### src/rtl/uart_rx_sampler.sv
// 8N1 UART receiver: 2-FF synchroniser, start-bit validation, mid-bit sampling, byte/framing-error strobes.
// Define UART_RX_MAJORITY_EN to take each sample as a 3-tap majority around the nominal sample count.
module uart_rx_sampler #(
  parameter int CLK_FREQ   = 50_000_000,
  parameter int BAUD_RATE  = 115200,
  parameter int DATA_WIDTH = 8
) (
  input  logic                  clk,
  input  logic                  rst,
  input  logic                  rx,
  output logic [DATA_WIDTH-1:0] byteFromRx,
  output logic                  rx_new_byte_indicate,
  output logic                  rx_ready,
  output logic                  frame_error
);

  localparam int CLKS_PER_BIT = CLK_FREQ / BAUD_RATE;
  localparam int HALF_BIT     = CLKS_PER_BIT / 2;
  // One extra count of headroom so the majority decision at c+1 always fits.
  localparam int CNT_W = $clog2(CLKS_PER_BIT + 1);
  localparam int IDX_W = (DATA_WIDTH > 1) ? $clog2(DATA_WIDTH) : 1;

`ifdef UART_RX_MAJORITY_EN
  localparam int DECIDE_OFS = 1;
`else
  localparam int DECIDE_OFS = 0;
`endif

  // Restarting the counter at DECIDE_OFS keeps the nominal sample spacing at CLKS_PER_BIT.
  localparam logic [CNT_W-1:0] CNT_RESTART  = CNT_W'(DECIDE_OFS);
  localparam logic [CNT_W-1:0] START_DECIDE = CNT_W'(HALF_BIT - 1 + DECIDE_OFS);
  localparam logic [CNT_W-1:0] BIT_DECIDE   = CNT_W'(CLKS_PER_BIT - 1 + DECIDE_OFS);
  localparam logic [IDX_W-1:0] LAST_IDX     = IDX_W'(DATA_WIDTH - 1);
  localparam logic [CNT_W-1:0] CNT_ONE      = CNT_W'(1);
  localparam logic [IDX_W-1:0] IDX_ONE      = IDX_W'(1);

  typedef enum logic [2:0] {IDLE, START, DATA, STOP, BREAK} stateT;

  stateT                 state;
  logic [CNT_W-1:0]      bitCnt;
  logic [IDX_W-1:0]      dataIdx;
  logic [DATA_WIDTH-1:0] shiftReg;
  logic                  rxMeta;
  logic                  rxS;
  logic                  sampleBit;

`ifdef UART_RX_MAJORITY_EN
  logic [1:0] rxHist;

  always_ff @(posedge clk or posedge rst) begin
    if (rst) begin
      rxMeta <= 1'b1;
      rxS    <= 1'b1;
      rxHist <= 2'b11;
    end else begin
      rxMeta <= rx;
      rxS    <= rxMeta;
      rxHist <= {rxHist[0], rxS};
    end
  end

  // rxHist holds counts c-1 and c when the decision is made at c+1.
  assign sampleBit = (rxHist[1] & rxHist[0]) | (rxHist[1] & rxS) | (rxHist[0] & rxS);
`else
  always_ff @(posedge clk or posedge rst) begin
    if (rst) begin
      rxMeta <= 1'b1;
      rxS    <= 1'b1;
    end else begin
      rxMeta <= rx;
      rxS    <= rxMeta;
    end
  end

  assign sampleBit = rxS;
`endif

  always_ff @(posedge clk or posedge rst) begin
    if (rst) begin
      state                <= IDLE;
      bitCnt               <= '0;
      dataIdx              <= '0;
      shiftReg             <= '0;
      byteFromRx           <= '0;
      rx_new_byte_indicate <= 1'b0;
      frame_error          <= 1'b0;
      rx_ready             <= 1'b1;
    end else begin
      rx_new_byte_indicate <= 1'b0;
      frame_error          <= 1'b0;
      case (state)
        IDLE: begin
          rx_ready <= 1'b1;
          if (!rxS) begin
            bitCnt   <= '0;
            state    <= START;
            rx_ready <= 1'b0;
          end
        end
        START: begin
          if (bitCnt == START_DECIDE) begin
            if (!sampleBit) begin
              state   <= DATA;
              dataIdx <= '0;
              bitCnt  <= CNT_RESTART;
            end else begin
              state    <= IDLE;
              rx_ready <= 1'b1;
            end
          end else begin
            bitCnt <= bitCnt + CNT_ONE;
          end
        end
        DATA: begin
          if (bitCnt == BIT_DECIDE) begin
            shiftReg[dataIdx] <= sampleBit;
            bitCnt            <= CNT_RESTART;
            if (dataIdx == LAST_IDX) state <= STOP;
            else                     dataIdx <= dataIdx + IDX_ONE;
          end else begin
            bitCnt <= bitCnt + CNT_ONE;
          end
        end
        STOP: begin
          if (bitCnt == BIT_DECIDE) begin
            if (sampleBit) begin
              byteFromRx           <= shiftReg;
              rx_new_byte_indicate <= 1'b1;
              state                <= IDLE;
              rx_ready             <= 1'b1;
            end else begin
              frame_error <= 1'b1;
              state       <= BREAK;
            end
          end else begin
            bitCnt <= bitCnt + CNT_ONE;
          end
        end
        BREAK: begin
          // A held-low line is a break, not data; wait for it to release.
          if (rxS) begin
            state    <= IDLE;
            rx_ready <= 1'b1;
          end
        end
        default: begin
          state    <= IDLE;
          rx_ready <= 1'b1;
        end
      endcase
    end
  end

endmodule
### config.mk
export PLATFORM = sky130hd
export DESIGN_NAME = uart_rx_sampler
export DESIGN_NICKNAME = d
export VERILOG_FILES = /design/src/rtl/uart_rx_sampler.sv
export SDC_FILE = /design/constraint.sdc
export NUM_CORES = 1
export LEC_CHECK = 0
export CAP_MARGIN = 20
export CORE_MARGIN = 2
export CORE_UTILIZATION = 57
export DETAILED_ROUTE_END_ITERATION = 6
export PLACE_DENSITY = 0.86
export SLEW_MARGIN = 20
export SYNTH_ARGS = -nofsm -noshare
export SYNTH_HDL_FRONTEND = slang
export SYNTH_SLANG_ARGS = --single-unit
### constraint.sdc
create_clock -name clk -period 2.3 [get_ports clk]
set_input_delay 0.46 -clock clk [delete_from_list [all_inputs] [get_ports clk]]
set_output_delay 0.46 -clock clk [all_outputs]
set_load 0.005 [all_outputs]
# After elaboration in Yosys (flattened, before gate mapping)

Cells that the tools add are included.

Add/sub/neg operators: 2
Multiply operators: 0
Divide/modulo/power cells: 0
$lt $le $gt $ge: 2
Equality and inequality tests: 16
Shifts and indexed selects: 0
Muxes and demuxes: 32
Bitwise gates (word level): 1
Reduce and logical (&&, ||, !) cells: 10

Operators by type and width:

| kind                | count |
|---|---|
| $mux 9              | 4 |
| $pmux 9 s4          | 1 |
| $mux 3              | 11 |
| $ne 2x2->1 const B  | 9 |
| $pmux 3 s5          | 1 |
| $mux 1              | 10 |
| $add 9x1->9 const B | 1 |
| $eq 9x8->1 const B  | 1 |
| $eq 9x9->1 const B  | 1 |
| $bwmux 8            | 1 |
| $eq 3x2->1 const B  | 2 |
| $eq 3x3->1 const B  | 2 |
| $pmux 3 s2          | 1 |
| $reduce_and 3->1    | 2 |
| $reduce_and 6->1    | 1 |
| $pmux 1 s5          | 1 |
| $reduce_and 5->1    | 1 |
| $lt 3x4->1 const B  | 1 |
| $reduce_and 2->1    | 2 |
| $reduce_bool 4->1   | 1 |
| $add 3x1->3 const B | 1 |
| $demux 1 s3         | 1 |
| $eq 3x1->1 const B  | 1 |
| $ge 3x1->1 const B  | 1 |
| other kinds (5)     | 5 |

Register bits after elaboration: 36
Bits in latches: 0
Memory bits (writable): 0
ROM bits: 0
Bits of input ports: 3
Output and inout bits: 11
Word-level logic and storage cells: 73
Memories kept: 0

# Logic depth before layout (Yosys ltp)

Word-level depth: 5
Depth in mapped cells: 8
Depth with buffers taken out: 6

# Worst setup path before layout

OpenSTA, ideal clock, no wires.

Kind: register to register
Start point: register bitCnt[1]
End point: register byteFromRx[0]
Library setup time: 0.125 ns
Arrival time: 1.867 ns
Required time: 2.175 ns
Path slack: 0.308 ns
Stages on the path, launching flop included: 9
Path buffers: 2
Period minus slack after synthesis: 1.992 ns
Cell sequence: dfrtp_1 > inv_1 > ha_1 > nor4bb_4 > and3b_1 > buf_6 > and3_4 > buf_12 > mux2_4

Cells in the longest elaborated chain, start to end: 2

Ends and longest elaborated chain:

| item                              | line | text |
|---|---|---|
| start: declaration                | 40   | `logic [CNT_W-1:0] bitCnt;` |
| start signal: assignment          | 111  | `bitCnt <= bitCnt + CNT_ONE;` |
| start signal: assignment          | 121  | `bitCnt <= bitCnt + CNT_ONE;` |
| start signal: assignment          | 136  | `bitCnt <= bitCnt + CNT_ONE;` |
| $eq 9x9->1                        | 125  | `if (bitCnt == BIT_DECIDE) begin` |
| $reduce_and 3->1 (no source line) | --   |  |
| end signal: assignment            | 127  | `byteFromRx <= shiftReg;` |
| end: declaration                  | 11   | `output logic [DATA_WIDTH-1:0] byteFromRx,` |

No other way between the ends.
A chain may end at the register's enable or synchronous reset.

# Worst setup path in the final report

Start point: register bitCnt[1]
End point: register bitCnt[3]

Cells in the longest elaborated chain, start to end: 3
Elaborated cells on any way between the ends: 9
Classes of those cells: 1 x add/sub; 3 x eq/ne; 4 x mux; 1 x reduce/logical

Ends and longest elaborated chain:

| item                                                  | line |
|---|---|
| $add 9x1->9 (tied with other cells)                   | 111, 121, 136 |
| $mux 9 (tied with other cells)                        | 125 |
| $pmux 9 s4 / $reduce_and 2->1 (equally long branches) | -- |

Parallel ways exist; a longest one is shown, timed or not. The select of a mux whose other input is x is not followed.

==> flow_summary.json <==
{
  "maxSlewHeadroom": 0.6046,
  "hold_class": "flop to flop",
  "fin_crit_ns": 2.109,
  "cts.clk_slew.worst_paths_ns": 0.11,
  "ios": 14,
  "design_area_um2": 2121,
  "endpoint_kind": "flop",
  "critical_path_arrival_ns": 2.33,
  "worstSkewPairLatency_ns": 0.36,
  "ys_ff_latch": 36,
  "skew_ns": 0.01433,
  "clockBufferDepth": 2,
  "drtPass1Iterations": 4,
  "ctsHoldBuffers": 0,
  "p_leak_nw": 0.9454,
  "finalSetupTns_ns": 0,
  "die_area_um2": 3761,
  "drv_cap": 0,
  "ir_drop_mv": 0.4246,
  "die_w_um": 61.33,
  "drt_iter0_drc": 72,
  "die_h_um": 61.33,
  "nets": 192,
  "tightest_slew_ns": 0.5931,
  "clock-root-buffer": "clkbuf_4",
  "fmax_ghz": 0.4741,
  "yosysSeqAreaShare": 0.4830,
  "htreeDepth": 2,
  "antenna_found_initial": 0,
  "crit_type": "flop to flop",
  "syn_inst": 168,
  "grt_util_all_layers": 0.2298,
  "final_hold_viol_count": 0,
  "synthesis.area_um2": 1873,
  "totalPowerFinal_mw": 1.106,
  "drive_gt1_frac": 0.2054,
  "numCtsBuffers": 5,
  "initial_core_util": 0.6085,
  "route.detailed.drc": 0,
  "cp-start-kind": "flop",
  "rsz0062_at_grt": "no",
  "vias_per_cell": 5.961,
  "grt_pass1_vias": 1360,
  "status": "finished, final reports clean",
  "antenna_cells": 0,
  "cp_max_fo": 8,
  "setup_violations": 0,
  "crit_required_ns": 2.52,
  "power_density_nw_per_um2": 521.5,
  "grt_max_degree": 25,
  "fin_crit_sh": 0.9170,
  "wirelength_um": 3680,
  "rows": 20,
  "port_buffers": 13,
  "placed_cell_area_um2": 2041,
  "ys_types": 42,
  "dp_hpwl_um": 2610,
  "cts_sinks": 36,
  "syn_nets": 176,
  "area_growth_syn_to_layout_pct": 13.23,
  "yosys_warnings": 0,
  "avgSynthCellArea_um2": 11.15,
  "overflow": 0,
  "ant_nets": 0,
  "vias": 1365,
  "post_cts_buffers": 0,
  "drt-wirelength-per-cell_um": 16.07,
  "cts_resized": 0,
  "core_um2": 3078,
  "gp_congestion": 0.9238,
  "cts_tree": "yes",
  "drv_slew": 0,
  "grt_pass1_wl_um": 6085
}
-- metal layers --
layer / part of all wire / track usage / vias to the layer above
li1: - / - / 641
met4: 0.039 / 0.1491 / 0
met2: 0.47 / 0.3587 / 45
met3: 0.045 / 0.06303 / 16
met5: 0 / 0 / -
met1: 0.44 / 0.2795 / 663
-- cell usage in the layout (no fill, tap or decap), types with 2 or more instances in the layout --
cell type / Yosys / layout
ha_1: 5 / 5
o21ai_0: 8 / 8
clkbuf_4: 0 / 5
a31oi_1: 2 / 2
inv_1: 14 / 14
nand2b_1: 3 / 3
o221ai_1: 7 / 7
clkdlybuf4s50_1: 0 / 13
dfstp_2: 3 / 3
buf_4: 0 / 2
nand3_1: 6 / 6
nand4b_1: 4 / 4
mux2i_1: 4 / 4
nand2_1: 10 / 10
dfrtp_1: 33 / 33
a21oi_1: 6 / 6
nor2_1: 12 / 12
nor3_1: 4 / 4
mux2_2: 8 / 8
mux2_4: 8 / 8
nand4_1: 4 / 4
-- flip-flops by register name, indices dropped and copies added, names as in the netlist --
register              count
bitCnt                    9
byteFromRx                8
shiftReg                  8
dataIdx                   3
state                     3
frame_error               1
rxMeta                    1
rxS                       1
rx_new_byte_indicate      1
rx_ready                  1
-- worst max-delay path, stage by stage, from the launching register on --
cell and delay, ns:
dfrtp_1 0.43, inv_1 0.10, ha_1 0.16, nor4bb_4 0.36, a21oi_1 0.26, nor2_1 0.47, o221ai_1 0.19
-- power by group --
part,switching (mW),internal (mW)
sequential,0.00410,0.636
clock,0.218,0.226
combinational,0.0140,0.00773
-- logic make-up after synthesis --
family / after synthesis / synth area share
compound gates: 31 / 0.1122
mux: 20 / 0.1336
buf+inv: 21 / 0.05611
fa+ha+maj: 6 / 0.03874
flops: 36 / 0.4830
simple gates: 54 / 0.1764
-- cell usage after synthesis (all sizes together) --
master,instances,share of area
nand4b,4,0.019
o2bb2ai,1,0.0047
a21oi,6,0.016
a31oi,2,0.0067
o211ai,1,0.0040
and3b,1,0.0047
maj3,1,0.0053
clkbuf,3,0.0060
buf,4,0.022
nor3,4,0.011
o31ai,1,0.0040
o22ai,1,0.0033
nor4bb,1,0.013
mux2i,4,0.021
nor2,12,0.024
inv,14,0.028
or3b,1,0.0047
nor4,1,0.0033
mux2,16,0.11
nand2,10,0.020
and4b,2,0.013
o22a,1,0.0047
a21boi,1,0.0040
ha,5,0.033
and4bb,1,0.0067
nor4b,1,0.0047
and2,1,0.0040
o221a,1,0.0060
nor2b,1,0.0033
nand4,4,0.013
nand2b,3,0.010
a31o,1,0.0047
dfstp,3,0.042
o21ai,8,0.021
and3,1,0.0060
nand3,6,0.016
o221ai,7,0.033
dfrtp,33,0.44
-- stage by stage --
stage                     setup WS, ns  hold WS [ns]    util  instances
after floorplan                 0.3080        0.3452       -        168
after global routing           0.04303        0.3743  0.6890        229
after global placement          0.3847        0.3504  0.6630        221
final                           0.1908        0.3661  0.6890        229
after CTS                       0.2688        0.3695  0.6890        229
after detailed placement        0.2842        0.3497  0.6630        221
-- layout make-up --
| class | count | area [um^2] |
|---|---|---|
| clock inverters | 3 | 42.54 |
| well taps | 44 | 55.05 |
| inverters | 14 | 52.55 |
| multi-input cells | 111 | 863.3 |
| repair buffers | 16 | 165.2 |
| flip-flops and latches | 36 | 904.6 |
| fillers | 215 | 957.2 |
| clock buffers | 5 | 37.54 |
-- worst paths after layout --
check | start | end | slack, ns | depth (start not counted)
setup / recovery | bitCnt[1] | bitCnt[3] | 0.19 | 6
hold / removal | rxMeta | rxS | 0.37 | 0
setup reg to reg | bitCnt[1] | bitCnt[3] | 0.19 | 6
hold reg to reg | rxMeta | rxS | 0.37 | 0
max in group asynchronous | rst | rxS | 1.27 | 3
min in group asynchronous | rst | bitCnt[6] | 0.44 | 2
Note: power is estimated with default switching activity, not from simulation.
